==> src/rtl/seg7_scan_decoder.sv <==
// seg7_scan_decoder: watches an active-low multiplexed 7-segment bus and rebuilds per-digit nibbles.
// Defining SEG7_DP_EN adds decimal-point capture (dp in, digit_dp out).
module seg7_scan_decoder #(
  parameter int DIGITS        = 4,
  parameter int STABLE_CYCLES = 4
) (
  input  logic                      clk,
  input  logic                      rst,
  input  logic [6:0]                seg,
  input  logic [DIGITS-1:0]         an,
`ifdef SEG7_DP_EN
  input  logic                      dp,
  output logic [DIGITS-1:0]         digit_dp,
`endif
  output logic [4*DIGITS-1:0]       hex_out,
  output logic [DIGITS-1:0]         digit_valid,
  output logic [DIGITS-1:0]         digit_err,
  output logic                      upd_strobe,
  output logic [$clog2(DIGITS)-1:0] upd_index
);
  localparam int IW = $clog2(DIGITS);
  localparam int CW = $clog2(STABLE_CYCLES + 1);
  localparam int PW = DIGITS + 8;
  localparam logic [CW-1:0] CNT_MAX = CW'(STABLE_CYCLES);

  logic              in_dp;
  logic [PW-1:0]     pat_in;
  logic [PW-1:0]     s_pat;
  logic [6:0]        s_seg;
  logic [DIGITS-1:0] s_an;
  logic [DIGITS-1:0] an_low;
  logic              in_legal;
  logic [CW-1:0]     cnt;
  logic              accepted;
  logic              acc;
  logic [IW-1:0]     s_idx;
  logic              dec_ok;
  logic [3:0]        dec_nib;

`ifdef SEG7_DP_EN
  assign in_dp = dp;
`else
  assign in_dp = 1'b1;
`endif

  // The whole {dp, an, seg} tuple is the debounced pattern.
  assign pat_in = {in_dp, an, seg};
  assign s_seg  = s_pat[6:0];
  assign s_an   = s_pat[DIGITS+6:7];

  assign an_low   = ~an;
  assign in_legal = (an_low != '0) && ((an_low & (an_low - DIGITS'(1))) == '0);
  assign acc      = (cnt == CNT_MAX) && !accepted;

  always_comb begin
    s_idx = '0;
    for (int i = 0; i < DIGITS; i++)
      if (!s_an[i]) s_idx = IW'(i);
  end

  always_comb begin
    dec_ok  = 1'b1;
    dec_nib = 4'h0;
    case (s_seg)
      7'h40: dec_nib = 4'h0;
      7'h79: dec_nib = 4'h1;
      7'h24: dec_nib = 4'h2;
      7'h30: dec_nib = 4'h3;
      7'h19: dec_nib = 4'h4;
      7'h12: dec_nib = 4'h5;
      7'h02: dec_nib = 4'h6;
      7'h78: dec_nib = 4'h7;
      7'h00: dec_nib = 4'h8;
      7'h10: dec_nib = 4'h9;
      7'h08: dec_nib = 4'hA;
      7'h03: dec_nib = 4'hB;
      7'h46: dec_nib = 4'hC;
      7'h21: dec_nib = 4'hD;
      7'h06: dec_nib = 4'hE;
      7'h0E: dec_nib = 4'hF;
      default: dec_ok = 1'b0;
    endcase
  end

  always_ff @(posedge clk) begin
    if (rst) begin
      s_pat       <= '0;
      cnt         <= '0;
      accepted    <= 1'b0;
      hex_out     <= '0;
      digit_valid <= '0;
      digit_err   <= '0;
      upd_strobe  <= 1'b0;
      upd_index   <= '0;
`ifdef SEG7_DP_EN
      digit_dp    <= '0;
`endif
    end else begin
      s_pat      <= pat_in;
      upd_strobe <= 1'b0;
      if (!in_legal) begin
        cnt      <= '0;
        accepted <= 1'b0;
      end else if (pat_in != s_pat) begin
        cnt      <= CW'(1);
        accepted <= 1'b0;
      end else begin
        if (cnt != CNT_MAX) cnt <= cnt + CW'(1);
        if (acc) accepted <= 1'b1;
      end
      // Decode uses the registered pattern that has just completed its stable run.
      if (acc) begin
        upd_strobe <= 1'b1;
        upd_index  <= s_idx;
        if (s_seg == 7'h7F) begin
          digit_valid[s_idx] <= 1'b0;
          digit_err[s_idx]   <= 1'b0;
        end else if (dec_ok) begin
          hex_out[4*int'(s_idx) +: 4] <= dec_nib;
          digit_valid[s_idx]          <= 1'b1;
          digit_err[s_idx]            <= 1'b0;
        end else begin
          digit_valid[s_idx] <= 1'b0;
          digit_err[s_idx]   <= 1'b1;
        end
`ifdef SEG7_DP_EN
        digit_dp[s_idx] <= ~s_pat[PW-1];
`endif
      end
    end
  end
endmodule

==> config.mk <==
export PLATFORM = sky130hd
export DESIGN_NAME = seg7_scan_decoder
export DESIGN_NICKNAME = d
export VERILOG_FILES = /design/src/rtl/seg7_scan_decoder.sv
export SDC_FILE = /design/constraint.sdc
export NUM_CORES = 1
export LEC_CHECK = 0
export BUFFER_PORTS_ARGS = -buffer_cell sky130_fd_sc_hd__buf_4
export CELL_PAD_IN_SITES_DETAIL_PLACEMENT = 0
export CELL_PAD_IN_SITES_GLOBAL_PLACEMENT = 1
export CORE_UTILIZATION = 45
export DETAILED_ROUTE_END_ITERATION = 8
export HOLD_SLACK_MARGIN = 0.1
export PLACE_DENSITY_LB_ADDON = 0.1
export SYNTH_ARGS = -nofsm -noshare
export SYNTH_HDL_FRONTEND = slang
export SYNTH_SLANG_ARGS = --single-unit
==> constraint.sdc <==
create_clock -name clk -period 4.2 [get_ports clk]
set_input_delay 0.21 -clock clk [delete_from_list [all_inputs] [get_ports clk]]
set_output_delay 0.21 -clock clk [all_outputs]
set_load 0.01 [all_outputs]
# == After elaboration in Yosys (flattened, before gate mapping) ==
# Cells that the tools add are included.
# op_classes
add_sub_neg,3
n_lt_le_gt_ge,2
eq_ne,19
n_shift,2
muxes,16
bitwise_logic,9
n_reduce_logical,12
# ops
cell,count
one-hot mux 4 bit (15 select lines),1
"== test 7 bit, second input constant",5
negation 4 -> 33 bit,1
"variable shift 4 x 33 -> 16 bit, first input constant",1
indexed part select 4 x 33 -> 16 bit,1
"== test 7 x 5 -> 1 bit, second input constant",3
"== test 7 x 6 -> 1 bit, second input constant",3
bitwise mux 16 bit,1
two-way mux 4 bit,4
OR reduction 16 bit,1
"== test 7 x 2 -> 1 bit, second input constant",2
"== test 7 x 4 -> 1 bit, second input constant",2
bitwise AND 4 bit,3
two-way mux 12 bit,1
inequality test 12 bit,1
inverter 4 bit,2
bitwise OR 4 bit,2
"== test 7 x 3 -> 1 bit, second input constant",1
logical NOT 7 bit,1
two-way mux 1 bit,6
logical NOT 4 bit,1
two-way mux 2 bit,2
nonzero test 4 bit,1
"subtractor 4 x 1 -> 4 bit, second input constant",1
13 further kinds,16
# word_totals
register_bits,43
in_bits,13

# == Longest topological paths before layout ==
# Gate-level depths: netlist of the first run.
# depth
ltp_word,11
depth_mapped,7

# == Worst setup path after synthesis of the first run ==
# Ideal clock, no wire load.
# synth_timing
path_kind,reg2reg
startpoint,register cnt[0]
endpoint,register hex_out[5]
setup_time_ps,129
arrival_ps,1507
slack_ps,2564
stages_incl_launch_ff,7
path_buffers,0
path_cell_list,dfxtp_1 inv_1 ha_1 nand3b_1 or3_1 o21bai_2 mux2i_1
# synth_between
elab_chain_cells,3
# synth_lines
item,line,text
"start, declared",33,logic [CW-1:0] cnt;
"start signal, assigned",108,if (cnt != CNT_MAX) cnt <= cnt + CW'(1);
== test 3 bit,53,assign acc = (cnt == CNT_MAX) && !accepted;
logical AND 1 bit,53,
AND reduction 3 bit (no line),--,
"end signal, assigned by index",119,hex_out[4*int'(s_idx) +: 4] <= dec_nib;
"end, declared",15,"output logic [4*DIGITS-1:0] hex_out,"
# No other way between the ends.
# A chain may end at the register's enable or synchronous reset.

==> impl_metrics.csv, run 1 <==
group,metric,value,unit
status,status,"completed",
finish,fillers,450,
yosys,synth_warnings,0,
timing,finClkSkew,0.01005,ns
cts,postCtsSetupBuffers,0,
setup_path,cp_cell_sequence,"and3b_1 -> o21ai_0 -> nand3_2 -> or3_4 -> mux2i_4",
setup_path,cp_slowest_stage_delay,0.69,ns
yosys,avgSynthCellArea,9.411,um2
global_route,grt_use_met1,0.2410,
finish,final_layout_size_suffix_gt1_frac,0.2311,
setup_path,slowest_stage,"dfxtp_1",
power,vdd_drop_max,0.2073,mV
setup_path,worstSetupEndpointType,"flop",
finish,final_common_cell,"dfxtp_1",
timing,finalCriticalPeriod,2.021,ns
setup_path,crit_type,"reg2reg",
power,power_frac_seq,0.495,
timing,rsz0062_at_grt,"false",
power,p_total,0.8750,mW
setup_path,reg2reg_from,"s_pat[3]",
yosys,ys_seq_area_frac,0.3943,
floorplan,ios,40,
cts,clk_path_buf_depth,2,
cts,cts_tree,"yes",
yosys,synth_edf_count,0,
floorplan,die_w,71.66,um
global_route,grt_overflow_total,0,
detailed_routing,drtPass1Iterations,4,
power,power.internal,0.6864,mW
setup_path,path_buf_inv,0,
yosys,synth.largest_area_cell,"dfxtp_1",
global_route,grt_pass1_wl,7265,um
yosys,yosysTopAreaCellShare,0.3943,
cts,clock_latency,0.29,ns
timing,setup_violations,0,
setup_path,arrival,2.25,ns
timing,post-route-period-util,0.4813,
setup_path,critPathLaunch,"s_pat[3]",
cts,cts.clk_slew.worst_paths,0.08,ns
yosys,ys_ff_latch,43,
power,power_density,344.1,mW/mm2
detailed_routing,routedWlPerCell,13.33,um
run,cap_violations,0,
finish,nNetsFinal,278,
global_route,grt_pass1_vias,1533,
floorplan,row_count,24,
detailed_routing,routed_via_density,5.430,
detailed_routing,drtIter0Drc,44,
global_route,grt_max_degree,26,
power,combPwrFrac,0.082,
floorplan,die_area,0.005134,mm2
placed_design,gp_congestion,0.7292,
yosys,synthTopCellsByArea,"dfxtp_1 (39%), mux2i_1 (7.3%), xnor2_1 (5.6%), nand2_1 (5.0%), buf_6 (4.1%)",
setup_path,cp.required,4.43,ns
timing,max_freq,494.7,MHz
yosys,synth_cell_types,51,
setup_path,cp_top_family,"simple AND/OR/NAND/NOR gates",
cts,cts_hold_buf,0,
global_route,grtUsageTotal,0.1767,
cts,ctsRootBufferMaster,"clkbuf_8",
global_route,grt-busiest-layer,"met2",
timing,worst_pin_slew,0.7526,ns
yosys,synthFlopType,"dfxtp_1",
detailed_routing,drc,0,
cts,post_cts_resized,0,
global_route,grtUsageMet2,0.2841,
yosys,syn_nets,247,
global_route,antenna_found_initial,0,
global_route,use_met3,0.03797,
timing,slew_viol_final,0,
worst_hold_path,hp-start,"seg[6]",
floorplan,start_util,0.4847,
floorplan,coreArea,0.004504,mm2
detailed_routing,drt_wl_total,4212,um
power,clkPwrFrac,0.424,
cts,cts.sinks,43,
timing,hold_slack,0.1488,ns
placed_design,io_buffers,39,
finish,diodes,0,
floorplan,die_height,71.66,um
yosys,syn_area,0.002183,mm2
yosys,async_reset_ff_frac,0,
placed_design,dpl.hpwl,3074,um
setup_path,critical_path.max_fanout,20,
setup_path,startpoint_type,"flop",
timing,hold_viol,0,
timing,tns,0,ns
cts,cts_htree_levels,2,
power,p_leak,1.061,nW
finish,area_growth,16.45,%
worst_hold_path,hold_path_class,"in2reg",
detailed_routing,vias,1716,
detailed_routing,drtAntennaViolNets,0,
cts,cts_buffers,5,
finish,final_cell_mix,"dfxtp_1 (43), buf_4 (39), nand2_1 (29)",
yosys,synth_cells,232,
power,swShare,0.2155,
timing,relSlewSlack,0.4977,
power,p_sw,0.1886,mW
-- final timing paths --
check	to	slack [ns]	cells past startpoint
setup / recovery	flop	2.18	5
hold reg to reg	hex_out[7]	0.46	2
hold / removal	s_pat[6]	0.15	2
setup reg to reg	flop	2.18	5
-- area by class of cell --
class	count	area [um2]	area share
multi-input combinational	171	1180	0.4641
sequential	43	860.8	0.3386
timing repair buffer	39	292.8	0.1152
clock buffer	6	72.57	0.02854
tap	52	65.06	0.02559
clock inverter	2	60.06	0.02362
inverter	3	11.26	0.004429
-- cells by family after synthesis --
group,after synthesis,synth area share
compound gates,41,0.1341
mux,17,0.08367
flops,43,0.3943
xor+xnor,15,0.06017
buf+inv,18,0.06533
fa+ha+maj,2,0.01146
simple gates,96,0.2510
-- power by group through the flow --
| stage | Clock [mW] | Sequential (mW) | Combinational (mW) |
|---|---|---|---|
| final | 0.371 | 0.433 | 0.0714 |
| after global routing | 0.395 | 0.435 | 0.0797 |
| after CTS | 0.380 | 0.433 | 0.0724 |
| after detailed placement | 0 | 0.442 | 0.0721 |
| after floorplan | 0 | 0.429 | 0.0708 |
| after global placement | 0 | 0.442 | 0.0719 |
-- through the flow --
| stage | cells | area, um2 | setup slack (ns) | util |
|---|---|---|---|---|
| global route | 316 | 2542 | 1.929 | 0.5644 |
| finish | 316 | 2542 | 2.179 | 0.5644 |
| floorplan | 232 | 2183 | 2.564 | - |
| detailed placement | 308 | 2410 | 2.163 | 0.5350 |
| global placement | 308 | 2410 | 2.194 | 0.5350 |
| CTS | 316 | 2542 | 2.164 | 0.5644 |
-- worst reg2reg max path, stage by stage (launching register included) --
cell	delay [ns]
dfxtp_1	0.69
and3b_1	0.25
o21ai_0	0.20
nand3_2	0.22
or3_4	0.48
mux2i_4	0.14
-- routing by layer --
layer / up-vias / part of all wire
met5: - / 0
met4: 0 / 0.0090
met3: 5 / 0.047
met2: 55 / 0.46
met1: 782 / 0.49
li1: 874 / -
-- Yosys cell counts (all sizes together) (2+ instances only) --
| library cell | number |
|---|---|
| nor2b | 14 |
| clkbuf | 6 |
| nand4 | 4 |
| ha | 2 |
| mux2i | 17 |
| nor2 | 8 |
| and3 | 2 |
| a21oi | 9 |
| inv | 3 |
| dfxtp | 43 |
| nor4bb | 3 |
| o21ai | 14 |
| nor3b | 5 |
| nand3 | 8 |
| o31ai | 2 |
| nor3 | 6 |
| xnor2 | 14 |
| buf | 9 |
| nand2 | 29 |
| nand3b | 4 |
| a211oi | 5 |
| a22oi | 2 |
| o21bai | 3 |
| and3b | 2 |
| or3 | 3 |
Note: power is estimated with default switching activity, not from simulation.
==> inputs of run 2 (changes only) <==
ABC_AREA = 1   (was not set)
CORE_UTILIZATION = 35   (was 45)
clock period = 1.7 ns   (was 4.2 ns; I/O delays follow)
==> run 2 against run 1 <==
Net effect:
- sequential power is 140% higher
- register-to-register slack worse by 2.1 ns
- clock skew hardly changed
- non-clock buffer count is 39 higher
- sequential share of layout area is 5.2 points lower
- critical path type unchanged
==> impl_metrics.csv, run 2 <==
group,metric,value,unit
floorplan,die_area,0.006726,mm2
placed_design,dp_cells,470,
yosys,yosysTopAreaCellShare,0.3841,
yosys,yosysMostFrequentCell,"nand2_1",
floorplan,start_util,0.3697,
timing,relSlewSlack,0.6019,
setup_path,reg2reg_from,"s_pat[1]",
yosys,synth_edf_count,0,
timing,hold_viol,0,
timing,worst_pin_slew,0.5965,ns
setup_path,critical_path.max_fanout,8,
setup_path,r2r_end,"hex_out[2]",
yosys,synth.largest_area_cell,"dfxtp_1",
yosys,synth_cell_types,29,
timing,rsz0062_at_grt,"true",
timing,setup_violations,0,
timing,finClkSkew,0.01020,ns
cts,ctsRootBufferMaster,"clkbuf_8",
yosys,syn_nets,354,
finish,nNetsFinal,432,
finish,final_cell_mix,"nand2_1 (73), buf_4 (64), nor2_1 (59)",
status,status,"completed",
placed_design,placed_area,0.002773,mm2
detailed_routing,drtAntennaViolNets,0,
timing,post-route-period-util,0.9374,
yosys,synth_cells,339,
worst_hold_path,holdPathStages,2,
power,vdd_drop_max,0.3281,mV
yosys,avgSynthCellArea,6.610,um2
cts,clk_path_buf_depth,2,
global_route,grt_overflow_total,0,
setup_path,worstSetupEndpointType,"flop",
detailed_routing,routedWlPerCell,11.87,um
floorplan,die_height,82.02,um
finish,final_util,0.5087,
cts,cts_buffers,5,
finish,final_common_cell,"nand2_1",
setup_path,cp.required,1.95,ns
setup_path,r2r_cells,11,
floorplan,row_count,28,
finish,fin_area,0.003083,mm2
run,cap_violations,0,
floorplan,coreArea,0.006061,mm2
detailed_routing,drtIter0Drc,89,
detailed_routing,vias,2237,
placed_design,dpl.hpwl,4380,um
detailed_routing,drc,0,
global_route,grt_pass1_wl,9528,um
setup_path,worstSetupEndpoint,"hex_out[2]",
floorplan,die_w,82.02,um
yosys,synth_warnings,0,
yosys,synth_common_cells,"nand2_1 (77), nor2_1 (64), inv_1 (52)",
detailed_routing,drt_wl_total,5853,um
yosys,async_reset_ff_frac,0,
finish,fin_cells,493,
placed_design,dp_slack,-0.05205,ns
cts,cts.clk_slew.worst_paths,0.09,ns
setup_path,arrival,1.84,ns
power,power_density,660.7,mW/mm2
detailed_routing,routed_via_density,4.538,
yosys,ys_ff_latch,43,
worst_hold_path,hold_path_class,"in2reg",
placed_design,gp_congestion,0.8688,
yosys,synthFlopType,"dfxtp_1",
floorplan,ios,40,
finish,diodes,0,
cts,cts_tree,"yes",
yosys,synthTopCellsByArea,"dfxtp_1 (38%), nand2_1 (13%), nor2_1 (11%), inv_1 (8.7%), nand4_1 (3.9%)",
finish,area_growth,37.58,%
global_route,antenna_found_initial,0,
timing,max_freq,627.5,MHz
cts,cts_htree_levels,2,
detailed_routing,drtPass1Iterations,5,
placed_design,io_buffers,39,
global_route,grt_pass1_vias,2079,
yosys,ys_seq_area_frac,0.3841,
setup_path,crit_type,"reg2reg",
timing,tns,0,ns
timing,finalCriticalPeriod,1.594,ns
cts,cts.sinks,43,
global_route,grtUsageTotal,0.1873,
setup_path,startpoint_type,"flop",
cts,clock_latency,0.30,ns
yosys,syn_area,0.002241,mm2
global_route,grt_max_degree,23,
setup_path,ff2ff_setup_slack,0.11,ns
timing,setup_ws,0.1065,ns
timing,slew_viol_final,0,
finish,final_layout_size_suffix_gt1_frac,0.2895,
power,p_leak,1.522,nW
setup_path,critPathLaunch,"s_pat[1]",
run 2: layer usage:
| metal | vias up | wire length, um | share of wire | global-route usage |
|---|---|---|---|---|
| met5 | - | 0 | 0 | 0 |
| met4 | 0 | 45 | 0.0077 | 0.05789 |
| met3 | 6 | 224 | 0.038 | 0.03111 |
| met2 | 48 | 2821 | 0.48 | 0.3223 |
| met1 | 974 | 2762 | 0.47 | 0.2363 |
| li1 | 1209 | - | - | - |
run 2: worst min-delay path by stage:
stage	from	endpoint	slack, ns
6_report	rst	flop	0.11
2_1_floorplan	seg[2]	s_pat[2]	0.19
4_1_cts	rst	flop	0.11
3_3_place_gp	seg[6]	s_pat[6]	0.31
5_1_grt	rst	flop	0.11
3_5_place_dp	seg[2]	s_pat[2]	0.31
run 2: cell families after synthesis:
family,Yosys count,share of synthesized area
buffers and inverters,69,0.1212
AND/OR/NAND/NOR,185,0.3797
adder cells (fa/ha/maj),2,0.01117
flip-flops,43,0.3841
XOR/XNOR,4,0.01563
AO/OA/AOI/OAI,36,0.08822
run 2: stage by stage:
stage,hold WS [ns],power [mW]
2_1_floorplan,0.1920,1.244
3_3_place_gp,0.3076,1.353
3_5_place_dp,0.3105,1.351
4_1_cts,0.1056,2.026
5_1_grt,0.1127,2.149
6_report,0.1073,2.037
run 2: what timing repair did:
| action | 4_1_cts | 5_1_grt |
|---|---|---|
| pin swaps | 0 | 8 |
| hold buffers | 11 | 0 |
| hold endpoints to repair | 11 | 0 |
| endpoints found under the setup margin | 5 | 24 |
| setup buffers | 0 | 3 |
| cloned | 0 | 1 |
| resized for setup | 3 | 28 |
run 2: cell type report:
cell class	count	area, um2
fill	655	2978
multi-input combinational	228	1164
clock buffer	6	72.57
sequential	43	884.6
timing repair buffer	78	624.3
clock inverter	2	12.51
inverter	61	231.5
tap	75	93.84
run 2: worst max-delay path, stage by stage (launching register included):
cell and delay [ns]:
dfxtp_4 0.37, buf_6 0.12, nand2_4 0.06, nor2_1 0.05
nand2_2 0.09, nand3_4 0.12, nor2_8 0.15, nand3_4 0.17
buf_6 0.17, nand4_1 0.07, nand2_1 0.06, nor2_1 0.12
run 2: power by group:
part	switching [mW]	internal (mW)
Combinational	0.189	0.152
Clock	0.366	0.288
Sequential	0.0224	1.02
Total	0.578	1.46
